File: config.mk
export PLATFORM = sky130hd
export DESIGN_NAME = bram_fifo_ctl
export DESIGN_NICKNAME = d
export VERILOG_FILES = /design/src/rtl/bram_fifo_ctl_pkg.sv /design/src/rtl/bram_fifo_ctl.sv
export SDC_FILE = /design/constraint.sdc
export NUM_CORES = 1
export LEC_CHECK = 0
export ABC_AREA = 0
export BUFFER_PORTS_ARGS = -buffer_cell sky130_fd_sc_hd__buf_2
export CAP_MARGIN = 30
export CORE_MARGIN = 10
export CORE_UTILIZATION = 51
export DETAILED_ROUTE_END_ITERATION = 10
export PLACE_DENSITY = 0.85
export SETUP_SLACK_MARGIN = 0.2
export SYNTH_ARGS = -nofsm -noshare
export SYNTH_HDL_FRONTEND = slang
export SYNTH_SLANG_ARGS = --single-unit
File: constraint.sdc
create_clock -name i_clk -period 7.3 [get_ports i_clk]
set_input_delay 0.365 -clock i_clk [delete_from_list [all_inputs] [get_ports i_clk]]
set_output_delay 0.365 -clock i_clk [all_outputs]
set_load 0.05 [all_outputs]
File: src/rtl/bram_fifo_ctl_pkg.sv
// Shared sizing for the block-RAM FIFO controller.
// Defaults match a 4kb dual-ported RAM (16 x 256).
package bram_fifo_ctl_pkg;

  localparam int DEF_DATA_SZ = 16;
  localparam int DEF_ADDR_SZ = 8;
  localparam int BRAM_BITS   = 4096;

  // True when a data/depth pair exactly fills one RAM block.
  function automatic bit bram_fits(int data_sz, int mem_max);
    return (data_sz * mem_max) == BRAM_BITS;
  endfunction

endpackage

File: src/rtl/bram_fifo_ctl.sv
// FIFO controller owning both ports of a negedge-read block RAM.
// Ports: i_clk, i_rst (sync, high); producer i_valid/o_ready/i_data;
//   consumer o_valid/i_ready/o_data; o_count = RAM words + o_valid;
//   RAM write o_wr_en/o_waddr/o_wdata; RAM read o_rd_en/o_raddr/i_rdata.
module bram_fifo_ctl
  import bram_fifo_ctl_pkg::*;
#(
  parameter int DATA_SZ = DEF_DATA_SZ,
  parameter int ADDR_SZ = DEF_ADDR_SZ,
  parameter int MEM_MAX = 1 << ADDR_SZ
) (
  input  logic               i_clk,
  input  logic               i_rst,
  input  logic               i_valid,
  output logic               o_ready,
  input  logic [DATA_SZ-1:0] i_data,
  output logic               o_valid,
  input  logic               i_ready,
  output logic [DATA_SZ-1:0] o_data,
  output logic [ADDR_SZ:0]   o_count,
  output logic               o_wr_en,
  output logic [ADDR_SZ-1:0] o_waddr,
  output logic [DATA_SZ-1:0] o_wdata,
  output logic               o_rd_en,
  output logic [ADDR_SZ-1:0] o_raddr,
  input  logic [DATA_SZ-1:0] i_rdata
);

  if (MEM_MAX != (1 << ADDR_SZ)) begin : g_bad_depth
    $error("MEM_MAX must equal 1<<ADDR_SZ");
  end

  localparam logic [ADDR_SZ:0] FULL = (ADDR_SZ+1)'(MEM_MAX);

  logic [ADDR_SZ-1:0] wr_ptr;
  logic [ADDR_SZ-1:0] rd_ptr;
  logic [ADDR_SZ:0]   mem_cnt;
  logic               push;
  logic               fetch;
  logic               pop;

  // Ready looks only at registered state: no pop-to-push bypass.
  assign o_ready = (mem_cnt != FULL) && !i_rst;
  assign push    = i_valid && o_ready;

  // Must settle before the RAM's negedge capture; keep it shallow.
  assign fetch = (mem_cnt != '0) && (!o_valid || i_ready) && !i_rst;
  assign pop   = o_valid && i_ready;

  assign o_wr_en = push;
  assign o_waddr = wr_ptr;
  assign o_wdata = i_data;
  assign o_rd_en = fetch;
  assign o_raddr = rd_ptr;

  assign o_count = mem_cnt + {{ADDR_SZ{1'b0}}, o_valid};

  always_ff @(posedge i_clk) begin
    if (i_rst) begin
      wr_ptr  <= '0;
      rd_ptr  <= '0;
      mem_cnt <= '0;
      o_valid <= 1'b0;
      o_data  <= '0;
    end else begin
      if (push)
        wr_ptr <= wr_ptr + ADDR_SZ'(1);
      // RAM data is only meaningful after a fetch; it reads 0 otherwise.
      if (fetch) begin
        rd_ptr  <= rd_ptr + ADDR_SZ'(1);
        o_data  <= i_rdata;
        o_valid <= 1'b1;
      end else if (pop) begin
        o_valid <= 1'b0;
      end
      case ({push, fetch})
        2'b10:   mem_cnt <= mem_cnt + (ADDR_SZ+1)'(1);
        2'b01:   mem_cnt <= mem_cnt - (ADDR_SZ+1)'(1);
        default: mem_cnt <= mem_cnt;
      endcase
    end
  end

endmodule

==> run metrics <==
status=finished clean; mapped cell area=2200 sq um; Hold Crit Class=primary input to flop; Max VDD drop=0.299 mV; Post-DP HPWL=3.79 mm; Crit path largest cell delay=0.51 ns; # IOs=97; Worst EP arrival=3.95 ns; Routed Wire Length=5.03 mm; Buf/Inv on CP=0; cell chain of the critical path=nor4_2 -> nand2_1 -> o21ai_4 -> nor2_1 -> ha_1 -> ha_1 -> a21o_1 -> a31o_1 -> o21ai_1 -> or3b_1 -> mux2_4; commonest cells after routing, fill and taps aside=buf_2, nand2_1, dfxtp_1; FILL cells=396; Critical Path RT=7.49 ns; Ys Warns=0; slew of the pin with the lowest slew margin=0.822 ns; first-pass GRT wire length=8.42 mm; CTS tree=yes; sequential area share after synthesis=0.383; syn nets=309; Max Fclk=266 MHz; IO Port Bufs=64; placer congestion estimate=0.840; ys flop type=dfxtp_1; Reg power frac=0.255; initial core utilization=0.537; switching part of the total=0.533; final setup fails=0; number of synthesized flops with an enable pin=0; Syn-to-layout area delta=15.2%; Num CTS Buffers=5; die height=85.6 um; Critical Path Source Type=flop; final worst clock skew=0.00668 ns; deepest clock path buffer count=2; power per cell area=548 nW/um^2; CTS H-tree lvls=2; most frequent CP cell=ha_1; hold slack final=0.298 ns; Avg Synthesized Cell Area=8.45 sq um; worst-path fanout max=18; DR vias/cell=5.22; largest net degree at the start of global routing=50; Mapped Cells=260; minimum clock period=3.76 ns; Core Footprint=4090 sq um; Skew-Pair Late Insertion Delay=0.29 ns; slowest stage cell, crit path=nor4_2; # rows=23; path type of the worst setup path=flop to flop; ANT cells=0; drt first pass iters=4; die footprint=7330 sq um; post_cts resized=0; clock-pin transition on the worst setup and hold timing paths=0.08 ns; final setup TNS=0 ns; CTS sink cnt=42; share of layout cells above drive strength 1=0.254; number of routed nets with antenna violations=0; synth unique cells=38; All-Layer GR Usage=0.138; Gate power share=0.614; max_cap viols=0; Hold Vio Cnt, Final=0; Via Count=1862; WL per Instance=14.1 um; delay-heaviest family, CP=simple AND/OR/NAND/NOR gates; Final Cycle Share=0.516; Psw=739 uW; RSZ-0062 raised after global routing=no; Iter 0 DRT Violations=102; P_int=647 uW; CTS root buf=clkbuf_8; vias in the first global route=1754; Die Span X=85.6 um; leakage=1.23 nW; Final #Nets=355; Rel. slew slack=0.452; Post-CTS Setup Bufs=0; Clk pwr share=0.131; crit end category=flop; antenna violations before repair=0; ys async rst share=0; most common cell after layout, fill and taps aside=buf_2; number of synthesized register bits=42; final routed DRC violation total=0; CTS Hold Bufs=0; fin. max-slew vios=0; total gr overflow=0
[layout make-up]
| class | count | area [sq um] | share of cell area |
|---|---|---|---|
| inverters | 4 | 15.0 | 0.00594 |
| multi-input cells | 187 | 1170 | 0.462 |
| clock inverters | 2 | 37.5 | 0.0148 |
| flip-flops and latches | 42 | 841 | 0.333 |
| well taps | 50 | 62.6 | 0.0247 |
| clock buffers | 6 | 72.6 | 0.0287 |
| repair buffers | 66 | 333 | 0.132 |
[routing by layer]
layer	track usage	up-vias	wire (um)
met2	0.234	46	2520
li1	-	959	-
met1	0.148	841	2020
met5	0	-	0
met4	0.0674	0	121
met3	0.0511	16	371
[registers in the layout, indices dropped and copies added, names as in the netlist]
register	flops
o_waddr	8
o_valid	1
o_raddr	8
o_data	16
mem_cnt	9
[power by group through the flow]
stage / registers, mW / logic, mW / clock network, mW
4_1_cts: 0.353 / 0.857 / 0.186
3_5_place_dp: 0.358 / 0.854 / 0
2_1_floorplan: 0.452 / 0.624 / 0
5_1_grt: 0.363 / 0.938 / 0.198
6_report: 0.353 / 0.851 / 0.182
3_3_place_gp: 0.355 / 0.838 / 0
[cells in the mapped netlist, types with 2 or more instances]
cell type / count / share of area
xor2_1: 15 / 0.060
xnor2_1: 11 / 0.044
nand2_1: 48 / 0.082
mux2i_1: 3 / 0.014
a21o_1: 3 / 0.010
and3_1: 7 / 0.020
buf_2: 3 / 0.0068
nor2_1: 25 / 0.043
nand4_1: 8 / 0.023
ha_1: 12 / 0.068
dfxtp_1: 42 / 0.38
inv_1: 4 / 0.0068
nor4_2: 2 / 0.011
buf_1: 2 / 0.0034
clkbuf_1: 5 / 0.0085
a21oi_1: 24 / 0.055
o21a_1: 2 / 0.0068
nand3_1: 8 / 0.018
a31oi_1: 2 / 0.0057
buf_4: 16 / 0.055
[worst min-delay path, cell delays in order]
cell and delay [ns]:
buf_2 0.09, nand2_1 0.04, a21oi_1 0.05
[through the flow]
step                      worst slack (ns)  power [mW]  cell area (sq um)  cells  utilization
after floorplan                       3.60        1.08               2200    260            -
after global placement                3.38        1.19               2410    348        0.591
after detailed placement              3.60        1.21               2420    349        0.592
after CTS                             3.57        1.40               2530    357        0.619
after global routing                  3.29        1.50               2530    357        0.619
final                                 3.54        1.39               2530    357        0.619
[final timing paths]
kind	end	start	slack, ns	depth (start not counted)
max	mem_cnt[8]$_SDFFE_PP0P_	mem_cnt[4]$_SDFFE_PP0P_	3.54	11
max reg2reg	mem_cnt[8]$_SDFFE_PP0P_	mem_cnt[4]$_SDFFE_PP0P_	3.54	11
min reg2reg	o_data[1]$_SDFFE_PP0P_	o_data[1]$_SDFFE_PP0P_	0.45	2
min	o_data[1]$_SDFFE_PP0P_	i_rdata[1]	0.30	3
[cells by family after synthesis]
| kind of cell | Yosys count | share of synthesized area |
|---|---|---|
| adders and majority gates | 13 | 0.0775 |
| xor gates and xnor gates | 26 | 0.104 |
| buffers and inverters | 31 | 0.0855 |
| muxes | 4 | 0.0205 |
| DFF | 42 | 0.383 |
| AOI/OAI and AO/OA | 41 | 0.117 |
| and+or+nand+nor | 103 | 0.213 |
Power figures use the tool's default switching activity.
